**config.mk**
```make
export PLATFORM = sky130hd
export DESIGN_NAME = vproc_issue_queue
export DESIGN_NICKNAME = d
export VERILOG_FILES = /design/src/rtl/vproc_issue_queue.sv
export SDC_FILE = /design/constraint.sdc
export NUM_CORES = 1
export LEC_CHECK = 0
export CAP_MARGIN = 5
export CORE_MARGIN = 4
export CORE_UTILIZATION = 30
export DETAILED_ROUTE_END_ITERATION = 10
export DONT_BUFFER_PORTS = 1
export GPL_TIMING_DRIVEN = 0
export PLACE_DENSITY = 0.48
export SLEW_MARGIN = 40
export SYNTH_ARGS = -nofsm -noshare
export SYNTH_HDL_FRONTEND = slang
export SYNTH_SLANG_ARGS = --single-unit
```
**constraint.sdc**
```tcl
create_clock -name clk_i -period 11.1 [get_ports clk_i]
set_input_delay 1.11 -clock clk_i [delete_from_list [all_inputs] [get_ports clk_i]]
set_output_delay 1.11 -clock clk_i [all_outputs]
set_load 0.05 [all_outputs]
```
**src/rtl/vproc_issue_queue.sv**
```systemverilog
// Issue queue between the scalar core and the vector core. Holds pending instructions,
// tracks grants that still owe a scalar result, and returns one registered completion per cycle.
module vproc_issue_queue #(
    parameter int unsigned XLEN     = 64,
    parameter int unsigned TID_W    = 3,
    parameter int unsigned IQ_DEPTH = 4,
    parameter int unsigned RQ_DEPTH = 4
) (
    input  logic             clk_i,
    input  logic             rst_ni,
    input  logic             flush_i,
    input  logic             issue_valid_i,
    output logic             issue_ready_o,
    input  logic [TID_W-1:0] issue_tid_i,
    input  logic [31:0]      issue_instr_i,
    input  logic [XLEN-1:0]  issue_rs1_i,
    input  logic [XLEN-1:0]  issue_rs2_i,
    output logic             vcore_valid_o,
    output logic [31:0]      vcore_instr_o,
    output logic [31:0]      vcore_rs1_o,
    output logic [31:0]      vcore_rs2_o,
    input  logic             vcore_gnt_i,
    input  logic             vcore_illegal_i,
    input  logic             vcore_xreg_wait_i,
    input  logic             vcore_xreg_valid_i,
    input  logic [31:0]      vcore_xreg_i,
    output logic             res_valid_o,
    output logic [TID_W-1:0] res_tid_o,
    output logic [XLEN-1:0]  res_data_o,
    output logic             res_exc_o,
    output logic             busy_o
);

    localparam int unsigned IQ_AW = $clog2(IQ_DEPTH);
    localparam int unsigned RQ_AW = $clog2(RQ_DEPTH);
    localparam logic [IQ_AW:0] IQ_PTR_ONE = 1;
    localparam logic [RQ_AW:0] RQ_PTR_ONE = 1;

    // Handshakes: a transfer happens in a cycle where valid and ready (or gnt) are both high;
    // valid never depends combinationally on ready/gnt, and issue_ready_o comes from registers only.

    logic [TID_W-1:0] r_iq_tid   [IQ_DEPTH];
    logic [31:0]      r_iq_instr [IQ_DEPTH];
    logic [31:0]      r_iq_rs1   [IQ_DEPTH];
    logic [31:0]      r_iq_rs2   [IQ_DEPTH];
    logic [IQ_AW:0]   r_iq_wptr, r_iq_rptr;

    logic [TID_W-1:0] r_rq_tid [RQ_DEPTH];
    logic [RQ_AW:0]   r_rq_wptr, r_rq_rptr;

    logic             r_skid_valid;
    logic [TID_W-1:0] r_skid_tid;
    logic             r_skid_exc;

    logic             w_iq_empty, w_iq_full, w_rq_empty, w_rq_full;
    logic             w_iq_push, w_grant, w_rq_push, w_rq_pop, w_grant_cmp;
    logic [TID_W-1:0] w_head_tid;
    logic [XLEN-1:0]  w_xreg_sext;

    assign w_iq_empty = (r_iq_wptr == r_iq_rptr);
    assign w_iq_full  = (r_iq_wptr[IQ_AW] != r_iq_rptr[IQ_AW]) &&
                        (r_iq_wptr[IQ_AW-1:0] == r_iq_rptr[IQ_AW-1:0]);
    assign w_rq_empty = (r_rq_wptr == r_rq_rptr);
    assign w_rq_full  = (r_rq_wptr[RQ_AW] != r_rq_rptr[RQ_AW]) &&
                        (r_rq_wptr[RQ_AW-1:0] == r_rq_rptr[RQ_AW-1:0]);

    assign issue_ready_o = ~w_iq_full;
    assign w_iq_push     = issue_valid_i & issue_ready_o & ~flush_i;

    assign vcore_valid_o = ~w_iq_empty & ~w_rq_full & ~r_skid_valid & ~flush_i;
    assign vcore_instr_o = r_iq_instr[r_iq_rptr[IQ_AW-1:0]];
    assign vcore_rs1_o   = r_iq_rs1[r_iq_rptr[IQ_AW-1:0]];
    assign vcore_rs2_o   = r_iq_rs2[r_iq_rptr[IQ_AW-1:0]];
    assign w_head_tid    = r_iq_tid[r_iq_rptr[IQ_AW-1:0]];

    // Illegal instructions complete at grant even if the core claimed a pending result.
    assign w_grant     = vcore_valid_o & vcore_gnt_i;
    assign w_rq_push   = w_grant & vcore_xreg_wait_i & ~vcore_illegal_i;
    assign w_grant_cmp = w_grant & ~w_rq_push;
    assign w_rq_pop    = vcore_xreg_valid_i & ~w_rq_empty;
    assign w_xreg_sext = XLEN'($signed(vcore_xreg_i));

    assign busy_o = ~w_iq_empty | ~w_rq_empty | r_skid_valid;

    always_ff @(posedge clk_i) begin
        if (w_iq_push) begin
            r_iq_tid[r_iq_wptr[IQ_AW-1:0]]   <= issue_tid_i;
            r_iq_instr[r_iq_wptr[IQ_AW-1:0]] <= issue_instr_i;
            r_iq_rs1[r_iq_wptr[IQ_AW-1:0]]   <= issue_rs1_i[31:0];
            r_iq_rs2[r_iq_wptr[IQ_AW-1:0]]   <= issue_rs2_i[31:0];
        end
        if (w_rq_push) begin
            r_rq_tid[r_rq_wptr[RQ_AW-1:0]] <= w_head_tid;
        end
    end

    always_ff @(posedge clk_i or negedge rst_ni) begin
        if (!rst_ni) begin
            r_iq_wptr <= '0;
            r_iq_rptr <= '0;
        end else if (flush_i) begin
            r_iq_wptr <= '0;
            r_iq_rptr <= '0;
        end else begin
            if (w_iq_push) r_iq_wptr <= r_iq_wptr + IQ_PTR_ONE;
            if (w_grant)   r_iq_rptr <= r_iq_rptr + IQ_PTR_ONE;
        end
    end

    always_ff @(posedge clk_i or negedge rst_ni) begin
        if (!rst_ni) begin
            r_rq_wptr <= '0;
            r_rq_rptr <= '0;
        end else begin
            if (w_rq_push) r_rq_wptr <= r_rq_wptr + RQ_PTR_ONE;
            if (w_rq_pop)  r_rq_rptr <= r_rq_rptr + RQ_PTR_ONE;
        end
    end

    // Xreg completions take the output slot first; a colliding grant completion waits in the skid.
    always_ff @(posedge clk_i or negedge rst_ni) begin
        if (!rst_ni) begin
            r_skid_valid <= 1'b0;
            r_skid_tid   <= '0;
            r_skid_exc   <= 1'b0;
            res_valid_o  <= 1'b0;
            res_tid_o    <= '0;
            res_data_o   <= '0;
            res_exc_o    <= 1'b0;
        end else begin
            res_valid_o <= w_rq_pop | r_skid_valid | w_grant_cmp;
            if (w_rq_pop) begin
                res_tid_o  <= r_rq_tid[r_rq_rptr[RQ_AW-1:0]];
                res_data_o <= w_xreg_sext;
                res_exc_o  <= 1'b0;
                if (w_grant_cmp) begin
                    r_skid_valid <= 1'b1;
                    r_skid_tid   <= w_head_tid;
                    r_skid_exc   <= vcore_illegal_i;
                end
            end else if (r_skid_valid) begin
                res_tid_o    <= r_skid_tid;
                res_data_o   <= '0;
                res_exc_o    <= r_skid_exc;
                r_skid_valid <= 1'b0;
            end else if (w_grant_cmp) begin
                res_tid_o  <= w_head_tid;
                res_data_o <= '0;
                res_exc_o  <= vcore_illegal_i;
            end
        end
    end

endmodule

```
==> results.txt <==
The critical path is of the flip-flop to primary output type. Cells with a size suffix above 1 make up 27.7% of the layout. In this run, distinct cell masters in the synthesized netlist total 39.

The library cell with the largest summed area after synthesis was sky130_fd_sc_hd__edfxtp_1. The depth of the worst register-to-register path is 6. Counting along the longest clock path gives a buffer depth of 3. The full die area was 0.0616 mm²; the quantity of I/O buffers inserted on ports was 0.

The number of nets in the synthesized netlist is 979. The gate count after technology mapping is 766, and the overall die height is 248 µm. The flow ran to the end, and the final reports show no timing, DRC or antenna violations. The number of clock buffers added by TritonCTS is 49.

The final max-slew violation count was 0; the via count of the first global-routing pass was 7916. The most critical setup path has its endpoint at vcore_rs1_o[10]. The count of max-cap constraint violations came out at 0.

In this run the register-to-register setup slack is 8.32 ns. After Yosys synthesis, XOR and XNOR cells account for 0.607% of the synthesized area. In this run the remaining antenna-violating nets after routing total 0. Tracing the worst setup path back leads to its startpoint at r_iq_rptr[1]. The adder-cell area share of the yosys netlist was 0.722%; the sum of overflow across all layers after global routing was 0.

The first global-routing pass estimated 55.0 mm of wire. Number of gates resized after cts: 0. Counting flops with a built-in enable in the synthesized netlist gives 408.

The CTS root buffer was sky130_fd_sc_hd__clkbuf_16. The overall fraction of global-route tracks in use was 12.1%. Slowest cell on the critical path: sky130_fd_sc_hd__buf_1. Number of ports placed on the die boundary: 371.

For this design the ratio of total power to cell area is 258 mW/mm². TritonCTS built the clock tree. The worst path required time came out at 9.99 ns. Number of design-rule violations left by the first detailed-router iteration: 428. The number of hold buffers added after cts was 0; the final worst hold slack was 0.219 ns. The synthesized design contains 462 register bits.

For this run, the register share of the synthesized area comes to 78.5%. The initial utilization of the core area, before any placement, comes to 30.5%. The most used flip-flop cell after synthesis is sky130_fd_sc_hd__edfxtp_1.

The number of filler instances in the final layout came out at 5263. Broken down by cell family, the worst path's largest delay share belongs to buffers and inverters. The endpoint class of the critical path is a primary output.

Setup violations remaining at the end of the flow were counted as 0. After synthesis, the largest family of logic cells by area is multiplexers. sky130_fd_sc_hd__edfxtp_1 is the most common cell in the netlist.

After detailed routing, the number of vias per cell comes to 4.64. The startpoint identified for the worst register-to-register timing path is r_iq_wptr[1]. STA classifies the critical path startpoint as a flip-flop. After Yosys synthesis, and, or, nand and nor cells account for 1.47% of the synthesized area. The total negative setup slack was 0 ns. The synthesized-area fraction occupied by ao, oa, aoi and oai cells was 2.25%.

STA puts the critical path data arrival time at 3.34 ns. Clock-pin slew was measured on the worst setup and hold paths at 0.06 ns. The horizontal die dimension was 248 µm; the highest fanout seen on the critical path was 10.

The worst-case IR drop observed on VDD is 0.217 mV. The later pin in the worst-skew pair is clocked with a latency of 0.59 ns. At the pin with the least slew margin, the transition time is 0.855 ns. For the leakage power, the log shows 6.48 nW. In the synthesized netlist the async set-or-reset flop fraction comes to 11.7%. The tools report the number of antenna violations at the first check in global routing as 2. The logic depth of the worst setup path including buffers came out at 4.

The area of the core region is 0.0568 mm², and the multiplexer fraction of the synthesized cell area is 13.7%. Setup repair after global routing left no endpoint under its margin. The run gives 87 as the placement row count. The run gives 225 MHz as the fmax. The tools report the reg-to-reg endpoint as r_iq_rs2[3][30]. Synthesis warning total: 0.

Traced cell by cell, the critical path runs through buf_2 > buf_1 > clkbuf_1 > mux4_2. The congestion estimate from routability-driven global placement came to 0.697. The H-tree was split into 2 levels.

The iteration count of the initial detailed-routing pass was 4; the final hold violation count was 0. The worst stage delay on the critical path was 0.69 ns; the clock period minus worst slack was 4.45 ns. The fraction of post-synthesis cell area in the top cell type by area was 70.7%. By count the netlist is led by sky130_fd_sc_hd__edfxtp_1 (408), sky130_fd_sc_hd__mux4_2 (102), sky130_fd_sc_hd__dfrtp_1 (54), sky130_fd_sc_hd__buf_4 (33), sky130_fd_sc_hd__a22o_1 (32).

The fraction of the cycle the final worst path needs is 40.1%, and the count of inserted antenna diode cells is 0. In the final layout, the multi-input gates occupy 0.00326 mm². Post-CTS timing repair inserted 0 buffers for setup.

In the final layout, flip-flops and latches occupy 0.0136 mm². The run gives 0 as the remaining design rule violation count. Entering global routing, the biggest net connects 55 pins. Number of buffer and inverter stages on the critical path: 3. The cell area that synthesis handed to floorplanning was 0.0173 mm².

The signed area change from the synthesized netlist to the final layout is 15.8%, and the detailed-placement wirelength estimate is 25.1 mm. The worst hold path belongs to the class primary input to async pin. The final routed wirelength across all metal layers came out at 37.9 mm. For the number of nets in the finished design, the log shows 1043. Measured against its own limit, the worst slew margin works out to 42.7%. For the setup skew after layout, the log shows 0.0220 ns.

The final route contains 7541 vias. The mean area per synthesized cell works out to 22.6 µm². By area the synthesized netlist is led by sky130_fd_sc_hd__edfxtp_1 (71%), sky130_fd_sc_hd__mux4_2 (13%), sky130_fd_sc_hd__dfrtp_1 (7.8%).

The routed wire length per instance was 23.3 µm; the clock sink count was 462. The tools report the total power as 5.17 mW.
## sequential cells by signal (all words and copies together), names as in the netlist
signal,count
r_skid_valid,1
r_rq_tid,12
res_data_o,32
r_skid_exc,1
r_iq_rptr,3
r_iq_tid,12
r_skid_tid,3
r_iq_instr,128
res_exc_o,1
res_valid_o,1
r_iq_wptr,3
r_iq_rs1,128
r_rq_rptr,3
r_rq_wptr,3
r_iq_rs2,128
res_tid_o,3
## layout make-up
class	count	area share (%)
Sequential cell	462	67.8
Buffer	67	2.12
Clock inverter	22	0.774
Multi-Input combinational cell	225	16.3
Clock buffer	68	6.73
Tap cell	756	4.72
Timing Repair Buffer	13	1.34
Inverter	12	0.225
## logic make-up (layout without fill, tap and decap cells)
kind of cell / Yosys count / in the layout
buffers and inverters: 79 / 182
AO/OA/AOI/OAI: 49 / 49
multiplexers: 109 / 109
flip-flops: 462 / 462
adder cells (fa/ha/maj): 10 / 10
XOR/XNOR: 12 / 12
AND/OR/NAND/NOR: 45 / 45
## layer usage
| layer | global-route usage (%) | wire (µm) |
|---|---|---|
| met1 | 13.7 | 13600 |
| met3 | 6.80 | 4850 |
| met2 | 19.6 | 18400 |
| met4 | 4.06 | 996 |
| met5 | 0 | 0 |
## layout by cell type (no fill, tap or decap), drive strengths merged, types with 5 or more instances in the layout
cell type	synthesis	layout
a21oi	8	8
a22o	32	32
and2	8	8
buf	56	69
clkbuf	11	79
clkinv	0	20
dfrtp	54	54
edfxtp	408	408
ha	10	10
inv	12	13
mux2	5	5
mux4	102	102
nand2	9	9
nor2	8	8
xnor2	8	8
## worst min path at each step
stage | endpoint | slack [ns] | cells past startpoint
after floorplan | r_rq_wptr[2] | 0.46 | 1
after global placement | r_skid_exc | 0.48 | 1
after detailed placement | r_rq_wptr[2] | 0.49 | 1
after CTS | r_skid_tid[2] | 0.17 | 0
after global routing | r_skid_tid[0] | 0.17 | 0
final | r_skid_tid[0] | 0.22 | 0
## report_power, final
| group | switching [mW] | internal [mW] | total (mW) |
|---|---|---|---|
| Combinational | 0.912 | 0.397 | 1.31 |
| Sequential | 0.318 | 2.02 | 2.34 |
| Clock | 0.653 | 0.871 | 1.52 |
| Total | 1.88 | 3.29 | 5.17 |
## stage by stage
step | cell area, µm² | setup WS (ns) | util (%) | instances
after floorplan | 17300 | 6.85 | - | 766
after global placement | 18300 | 4.23 | 32.1 | 1522
after detailed placement | 18600 | 7.13 | 32.6 | 1535
after CTS | 20100 | 6.48 | 35.3 | 1625
after global routing | 20100 | 6.45 | 35.3 | 1625
final | 20100 | 6.65 | 35.3 | 1625
(Power assumes the default switching activity.)
